<file path="config.mk">
export PLATFORM = sky130hd
export DESIGN_NAME = uart_tx_sched
export DESIGN_NICKNAME = d
export VERILOG_FILES = /design/src/rtl/uart_pro_pkg.sv /design/src/rtl/uart_pri_arb.sv /design/src/rtl/uart_tx_sched.sv
export SDC_FILE = /design/constraint.sdc
export NUM_CORES = 1
export LEC_CHECK = 0
export ABC_AREA = 1
export CAP_MARGIN = 20
export CORE_MARGIN = 5
export CORE_UTILIZATION = 45
export DETAILED_ROUTE_END_ITERATION = 10
export GPL_TIMING_DRIVEN = 0
export MAX_ROUTING_LAYER = met4
export PLACE_DENSITY = 0.8
export SETUP_SLACK_MARGIN = 0.15
export SLEW_MARGIN = 20
export SYNTH_ARGS = -nofsm -noshare
export SYNTH_HDL_FRONTEND = slang
export SYNTH_HIERARCHICAL = 1
export SYNTH_SLANG_ARGS = --single-unit
</file>
<file path="constraint.sdc">
create_clock -name CLK -period 3 [get_ports CLK]
set_clock_uncertainty 0.2 [all_clocks]
set_input_delay 0.75 -clock CLK [delete_from_list [all_inputs] [get_ports CLK]]
set_output_delay 0.75 -clock CLK [all_outputs]
set_load 0.03 [all_outputs]
</file>
<file path="src/rtl/uart_pro_pkg.sv">
// Shared constants and types for the UART transmit frame scheduler.
// Headers, payload lengths, FSM states and source selectors live here.
package uart_pro_pkg;

    localparam logic [7:0] HDR_RPT  = 8'hA5;
    localparam logic [7:0] HDR_OK   = 8'h4B;
    localparam logic [7:0] HDR_FAIL = 8'hEE;

    localparam logic [3:0] RPT_LEN  = 4'd10;
    localparam logic [3:0] CODE_LEN = 4'd1;

    typedef enum logic [2:0] {
        IDLE,
        HDR,
        PAYLOAD,
        CSUM,
        GAP
    } state_e;

    // Bit positions in the one-hot grant / ack vectors
    typedef enum logic [1:0] {
        SRC_RPT  = 2'd0,
        SRC_OK   = 2'd1,
        SRC_FAIL = 2'd2
    } src_e;

endpackage

</file>
<file path="src/rtl/uart_pri_arb.sv">
// Fixed-priority grant (FAIL > OK > RPT), only while the scheduler is idle.
module uart_pri_arb
    import uart_pro_pkg::*;
(
    input  logic       idle,
    input  logic       rpt_req,
    input  logic       ok_req,
    input  logic       fail_req,
    output logic [2:0] gnt
);

    always_comb begin
        gnt = '0;
        if (idle) begin
            if (fail_req)     gnt[SRC_FAIL] = 1'b1;
            else if (ok_req)  gnt[SRC_OK]   = 1'b1;
            else if (rpt_req) gnt[SRC_RPT]  = 1'b1;
        end
    end

endmodule

</file>
<file path="src/rtl/uart_tx_sched.sv">
// Arbitrates three message sources onto one UART TX byte stream and frames
// each message as header, payload (MSB first), XOR checksum, then idle gap.
module uart_tx_sched
    import uart_pro_pkg::*;
#(
    parameter int GAP_CYCLES = 16
) (
    input  logic        CLK,
    input  logic        RST_N,
    input  logic        RPT_REQ,
    input  logic [79:0] RPT_DATA,
    output logic        RPT_ACK,
    input  logic        OK_REQ,
    input  logic [7:0]  OK_CODE,
    output logic        OK_ACK,
    input  logic        FAIL_REQ,
    input  logic [7:0]  FAIL_CODE,
    output logic        FAIL_ACK,
    output logic [7:0]  TX_DATA,
    output logic        TX_VALID,
    input  logic        TX_READY,
    output logic        BUSY,
    output logic        FRAME_DONE
);

    state_e      state_q, state_d;
    logic [79:0] sh_q, sh_d;
    logic [3:0]  cnt_q, cnt_d;
    logic [7:0]  csum_q, csum_d;
    logic [15:0] gap_q, gap_d;
    logic [7:0]  txd_q, txd_d;
    logic        txv_q, txv_d;
    logic [2:0]  ack_q, ack_d;
    logic        done_q, done_d;
    logic [2:0]  gnt;
    logic        xfer;

    uart_pri_arb u_arb (
        .idle     (state_q == IDLE),
        .rpt_req  (RPT_REQ),
        .ok_req   (OK_REQ),
        .fail_req (FAIL_REQ),
        .gnt      (gnt)
    );

    assign xfer = txv_q && TX_READY;

    always_comb begin
        state_d = state_q;
        sh_d    = sh_q;
        cnt_d   = cnt_q;
        csum_d  = csum_q;
        gap_d   = gap_q;
        txd_d   = txd_q;
        txv_d   = txv_q;
        ack_d   = '0;
        done_d  = 1'b0;
        case (state_q)
            IDLE: begin
                if (|gnt) begin
                    state_d = HDR;
                    txv_d   = 1'b1;
                    ack_d   = gnt;
                    // Single-byte codes sit in the top byte so one shift path serves all sources
                    if (gnt[SRC_FAIL]) begin
                        sh_d  = {FAIL_CODE, 72'h0};
                        cnt_d = CODE_LEN;
                        txd_d = HDR_FAIL;
                    end else if (gnt[SRC_OK]) begin
                        sh_d  = {OK_CODE, 72'h0};
                        cnt_d = CODE_LEN;
                        txd_d = HDR_OK;
                    end else begin
                        sh_d  = RPT_DATA;
                        cnt_d = RPT_LEN;
                        txd_d = HDR_RPT;
                    end
                    csum_d = txd_d;
                end
            end
            HDR: begin
                if (xfer) begin
                    state_d = PAYLOAD;
                    txd_d   = sh_q[79:72];
                    sh_d    = {sh_q[71:0], 8'h00};
                end
            end
            PAYLOAD: begin
                if (xfer) begin
                    csum_d = csum_q ^ txd_q;
                    cnt_d  = cnt_q - 4'd1;
                    if (cnt_q == 4'd1) begin
                        state_d = CSUM;
                        txd_d   = csum_q ^ txd_q;
                    end else begin
                        txd_d = sh_q[79:72];
                        sh_d  = {sh_q[71:0], 8'h00};
                    end
                end
            end
            CSUM: begin
                if (xfer) begin
                    txv_d  = 1'b0;
                    txd_d  = 8'h00;
                    done_d = 1'b1;
                    if (GAP_CYCLES == 0) begin
                        state_d = IDLE;
                    end else begin
                        state_d = GAP;
                        gap_d   = 16'(GAP_CYCLES - 1);
                    end
                end
            end
            GAP: begin
                if (gap_q == 16'd0) state_d = IDLE;
                else                gap_d   = gap_q - 16'd1;
            end
            default: state_d = IDLE;
        endcase
    end

    always_ff @(posedge CLK or negedge RST_N) begin
        if (!RST_N) begin
            state_q <= IDLE;
            sh_q    <= '0;
            cnt_q   <= '0;
            csum_q  <= '0;
            gap_q   <= '0;
            txd_q   <= '0;
            txv_q   <= 1'b0;
            ack_q   <= '0;
            done_q  <= 1'b0;
        end else begin
            state_q <= state_d;
            sh_q    <= sh_d;
            cnt_q   <= cnt_d;
            csum_q  <= csum_d;
            gap_q   <= gap_d;
            txd_q   <= txd_d;
            txv_q   <= txv_d;
            ack_q   <= ack_d;
            done_q  <= done_d;
        end
    end

    assign TX_DATA    = txd_q;
    assign TX_VALID   = txv_q;
    assign BUSY       = (state_q != IDLE);
    assign RPT_ACK    = ack_q[SRC_RPT];
    assign OK_ACK     = ack_q[SRC_OK];
    assign FAIL_ACK   = ack_q[SRC_FAIL];
    assign FRAME_DONE = done_q;

endmodule
</file>
# Word-level counts from Yosys, hierarchy flattened

Index checks and enable logic that the tools add are counted.

Flip-flop bits (word level): 124
Word-level logic and storage cells: 86

Multiplexer cells: 45
Bitwise logic cells: 1
Add/subtract/negate cells: 2
Equality and inequality tests: 13
Reduce and logical (&&, ||, !) cells: 16

Operators with widths:

| kind                    | number |
|---|---|
| $mux W80                | 6 |
| $pmux W80 S3            | 1 |
| $mux W8                 | 8 |
| $mux W16                | 2 |
| $pmux W16 S2            | 1 |
| $pmux W8 S4             | 1 |
| $mux W3                 | 9 |
| $logic_not A16 Y1       | 1 |
| $mux W4                 | 4 |
| $ne A2 B2 Y1 const B    | 8 |
| $pmux W8 S2             | 1 |
| $sub A16 B1 Y16 const B | 1 |
| $pmux W3 S5             | 1 |
| $reduce_and A5 Y1       | 2 |
| $reduce_and A3 Y1       | 3 |
| $mux W1                 | 8 |
| $pmux W4 S2             | 1 |
| $xor A8 B8 Y8           | 1 |
| $eq A3 B2 Y1 const B    | 2 |
| $reduce_and A6 Y1       | 1 |
| $reduce_bool A2 Y1      | 3 |
| $reduce_bool A3 Y1      | 2 |
| $eq A4 B1 Y1 const B    | 1 |
| $reduce_bool A4 Y1      | 1 |
| other kinds (8)         | 8 |

# Longest topological paths before layout

Depth after elaboration: 8
Gate-level depth with buffers: 16
Gate-level depth less buffers: 14

# By module

Netlist, hierarchy kept.

By module, submodules not included:

| module        | seq. area each (sq um) | instances | cells an instance | area an instance (sq um) |
|---|---|---|---|---|
| uart_tx_sched | 3103.0                 | 1         | 996               | 6807.8 |
| uart_pri_arb  | 0.0                    | 1         | 8                 | 30.0 |

# Worst setup path before layout

Ideal clock, no wire load.

Kind: flip-flop to flip-flop
From: register state_q[0]
To: register sh_q[10]
Arrival: 2.124 ns
Data required time: 2.735 ns
Setup time: 0.065 ns
Clock period less this slack: 2.389 ns
Cell stages (with the launch flop): 16
Buffers on the path: 2
Slack: 0.611 ns
Cells stage by stage: dfrtp_1 -> inv_1 -> nand2_1 -> nor2_1 -> nand2_1 -> inv_1 -> buf_4 -> inv_2 -> nand2_2 -> nor2_1 -> nand2_4 -> nand2_2 -> nor3_4 -> buf_6 -> nand2_1 -> nand2_1

RTL lines:

| what                                                                      | line                                     | RTL |
|---|---|---|
| start: declaration                                                        | uart_tx_sched.sv:26                      | `state_e state_q, state_d;` |
| start signal: assignment                                                  | uart_tx_sched.sv:134                     | `state_q <= state_d;` |
| $logic_not A3 Y1 (*)                                                      | uart_tx_sched.sv:39                      | `.idle (state_q == IDLE),` |
| $mux W3 (*)                                                               | uart_pri_arb.sv:14                       | `if (idle) begin` |
| via gnt[2]                                                                | uart_tx_sched.sv:35                      | `logic [2:0] gnt;` |
| $reduce_or A3 Y1 / $mux W80 (equally long branches)                       | uart_tx_sched.sv:60, uart_tx_sched.sv:65 |  |
| $ne A2 B2 Y1 (no source line) / $mux W80 (equally long branches)          | n/a                                      |  |
| $reduce_and A5 Y1 (no source line) / $pmux W80 S3 (equally long branches) | n/a                                      |  |
| end signal: assignment                                                    | uart_tx_sched.sv:125                     | `sh_q <= '0;` |
| end signal: assignment                                                    | uart_tx_sched.sv:135                     | `sh_q <= sh_d;` |
| end: declaration                                                          | uart_tx_sched.sv:27                      | `logic [79:0] sh_q, sh_d;` |

The timed path passes the listed nets; every way through them passes the cells marked *. The select of a mux whose other input is x is not followed.
A chain may end at the register's enable or synchronous reset.

# Final worst setup path

From: register state_q[0]
To: output BUSY

Longest elaborated chain between the ends: 1

Ends and longest elaborated chain:

| what               | line                 | RTL |
|---|---|---|
| $reduce_bool A3 Y1 | uart_tx_sched.sv:148 | `assign BUSY = (state_q != IDLE);` |
| end: declaration   | uart_tx_sched.sv:22  | `output logic BUSY,` |

Every way passes these cells.

==> summary.md <==
| Metric | Value |
|---|---|
| Outcome | `finished clean` |
| Crit path kind | `reg -> out` |
| Die area | `17800 um2` |
| Period utilization | `0.912` |
| Critical path arrival | `1.79 ns` |
| Total power | `10100 uW` |
| First-pass GRT wire length | `29800 um` |
| Grt ovf | `0` |
| RR Startpoint | `state_q[0]` |
| CP endpoint | `BUSY` |
| Buffers on Ports | `115` |
| R2R Setup Slk | `0.37 ns` |
| P_leak | `0.00458 uW` |
| Max-slew violation count | `0` |
| Wire per inst | `13.3 um` |
| Met2 GRT Util | `0.323` |
| Post-place setup slack | `-0.147 ns` |
| Sequential-to-total area share from yosys stat | `0.454` |
| Final wirelength | `17800 um` |
| Most common cell after layout, fill and taps aside | `nand2_1` |
| Critical path's slowest cell | `dfrtp_1` |
| Initial antenna violation count | `0` |
| Global placer's final weighted congestion | `0.861` |
| Max Clk Rate | `365 MHz` |
| Synth top area cells | `dfrtp_1 (45%), nand2_1 (30%), o21ai_0 (6.5%)` |
| Total power divided by cell area | `1140 nW/um2` |
| Final ANT Viol Nets | `0` |
| Via count | `6641` |
| Most used cell, CP | `inv_1` |
| Largest net degree at the start of global routing | `81` |
| Reg power frac | `0.274` |
| Max-Cap Viols | `0` |
| IO Pins | `116` |
| Insertion delay to the later sink of the worst-skew pair | `0.43 ns` |
| Worst-margin pin slew | `0.537 ns` |
| Clock Sinks | `124` |
| Crit path from | `state_q[0]` |
| Num CTS Buffers | `17` |
| Root buf cell | `clkbuf_16` |
| Synthesized area | `6840 um2` |
| Share of cells above drive strength 1 | `0.0703` |
| Syn Area/Cell | `6.81 um2` |
| Setup crit start kind | `flop` |
| Residual DRC | `0` |
| Sw frac | `0.462` |
| CP max FO | `5` |
| RR Endpoint | `sh_q[72]` |
| CTS tree | `yes` |
| Mapped Cells | `1004` |
| Unrepaired setup endpoints after global routing | `no` |
| Filler cells | `1334` |
| Final nets | `1245` |
| DIE WIDTH | `133 um` |
| Clock power frac | `0.191` |
| CTS clk-pin slew, worst paths | `0.05 ns` |
| Critical Path RT | `2.05 ns` |
| Post-Syn Nets | `1109` |
| Most frequent cells in the layout | `nand2_1 (555), dfrtp_1 (124), clkdlybuf4s50_1 (113)` |
| CP Capture Type | `output pin` |
| Hold slack | `0.0470 ns` |
| Final Hold Viols | `0` |
| Post-detail-place hpwl | `12900 um` |
| Area of the core | `15000 um2` |
| Internal | `5420 uW` |
| Grt met3 use | `0.0453` |
| Register area | `3100 um2` |
| Synth top area share | `0.454` |
| Final setup fails | `0` |
| Crit-path cells | `inv_1 > nand2_1 > nor2_2 > inv_1 > dlygate4sd2_1` |
| Final Core Density | `0.588` |
| H-tree depth | `4` |
| Most Used Layer, Global Route | `met2` |
| Setup TNS | `0 ns` |
| Synth warnings | `6` |
| Cts hold-fix bufs | `0` |
| Max incr delay on CP | `0.40 ns` |
| Synthesis-to-finish area growth | `29.2%` |
| Worst hold-check path type | `in -> async` |
| Comb pwr share | `0.536` |
| Multi-input gate area | `3280 um2` |
| Die H | `133 um` |
| Starting density of the core | `0.455` |
| Setup slack after layout | `0.263 ns` |
| Synth cell types | `29` |
| Synthesized flop and latch total | `124` |
| Total global-route track usage | `0.212` |
| Via density | `4.95` |
| Minimum clock period | `2.74 ns` |
| Cell row count | `45` |
| Clock buffer depth | `2` |
| Worst slew margin | `0.640` |
| Initial DRT Pass Iterations | `5` |
| VDD IR max | `0.000720 V` |
| Sw power | `4650 uW` |
| 1st-iter DRT viols | `587` |
| Number of global-route vias before repair | `6361` |
| Met1 usage | `0.281` |
| Post-synth top area cell | `dfrtp_1` |
| R2R depth | `16` |
synth_stat cells:
cell      instances
nand2_1         555
o31ai_1           2
o21bai_1          1
o22ai_1           1
nor3_4            1
nand3_2           1
xor2_1            5
a21oi_2           1
inv_2             4
dfrtp_1         124
nand2_4           1
a21oi_1           5
buf_1             1
o21ai_0          89
xnor2_1           9
nor3_2            2
ha_1              3
buf_6             8
nor2_2            1
buf_2            21
a31oi_1           2
nand4_1           4
nand3_1          30
nand2_2           3
buf_4             2
inv_1            46
nand3b_1          1
nor2_1           66
clkbuf_1         15
stage by stage:
| stage | area [um2] | instances |
|---|---|---|
| after floorplan | 6840 | 1004 |
| after global placement | 8220 | 1307 |
| after detailed placement | 8250 | 1308 |
| after CTS | 8810 | 1340 |
| after global routing | 8830 | 1341 |
| final | 8830 | 1342 |
kinds of logic (layout without fill, tap and decap cells):
| kind of cell | Yosys count | in the layout | share of synthesized area |
|---|---|---|---|
| fa+ha+maj | 3 | 3 | 0.00549 |
| compound gates | 101 | 101 | 0.0761 |
| buf+inv | 97 | 246 | 0.0670 |
| xor+xnor | 14 | 14 | 0.0179 |
| other cells | 0 | 1 | 0 |
| simple gates | 665 | 665 | 0.380 |
| flops | 124 | 124 | 0.454 |
layer usage:
metal | part of all wire | vias to the layer above
met5 | 0 | -
met1 | 0.47 | 3060
met3 | 0.056 | 30
li1 | - | 3385
met4 | 0.020 | 0
met2 | 0.46 | 166
critical path: cells and delay by family (launching register included):
kind	cells	cell delay, ns
AND/OR/NAND/NOR	2	0.31
buffers and inverters	3	0.66
flip-flops	1	0.40
power by group through the flow:
stage | Clock (uW) | Sequential, uW | Combinational (uW)
final | 1920 | 2760 | 5400
after global routing | 2020 | 2820 | 6150
after CTS | 1940 | 2750 | 5340
after detailed placement | 0 | 2760 | 5310
after global placement | 0 | 2760 | 5170
after floorplan | 0 | 2800 | 3770
state kept, by name, summed over array words and instances (netlist names):
name,cells
TX_DATA,8
sh_q,80
state_q,3
TX_VALID,1
cnt_q,4
gap_q,16
FRAME_DONE,1
ack_q,3
csum_q,8
how the worst min path moves through the flow:
stage	end	depth (start not counted)	from	slack (ns)
after global routing	gap_q[11]	1	RST_N	0.08
after floorplan	FRAME_DONE	0	RST_N	0.25
after detailed placement	sh_q[21]	2	sh_q[21]	0.27
final	gap_q[11]	1	RST_N	0.05
after global placement	sh_q[33]	2	sh_q[33]	0.26
after CTS	gap_q[11]	1	RST_N	0.06
cell type report:
type | instances | share of cell area
Buffer | 47 | 0.0306
Sequential cell | 124 | 0.351
Clock buffer | 20 | 0.0517
Tap cell | 188 | 0.0266
Antenna cell | 1 | 0.000283
Timing Repair Buffer | 117 | 0.136
Clock inverter | 12 | 0.0109
Inverter | 50 | 0.0212
Multi-Input combinational cell | 783 | 0.372
what timing repair did:
| item | CTS | global route |
|---|---|---|
| endpoints found under the hold margin | 0 | 0 |
| gates resized for setup | 2 | 1 |
| setup buffers | 0 | 1 |
| endpoints found under the setup margin | 80 | 82 |
| pin swaps | 0 | 1 |
No activity file was read; power rests on OpenSTA's default activity.
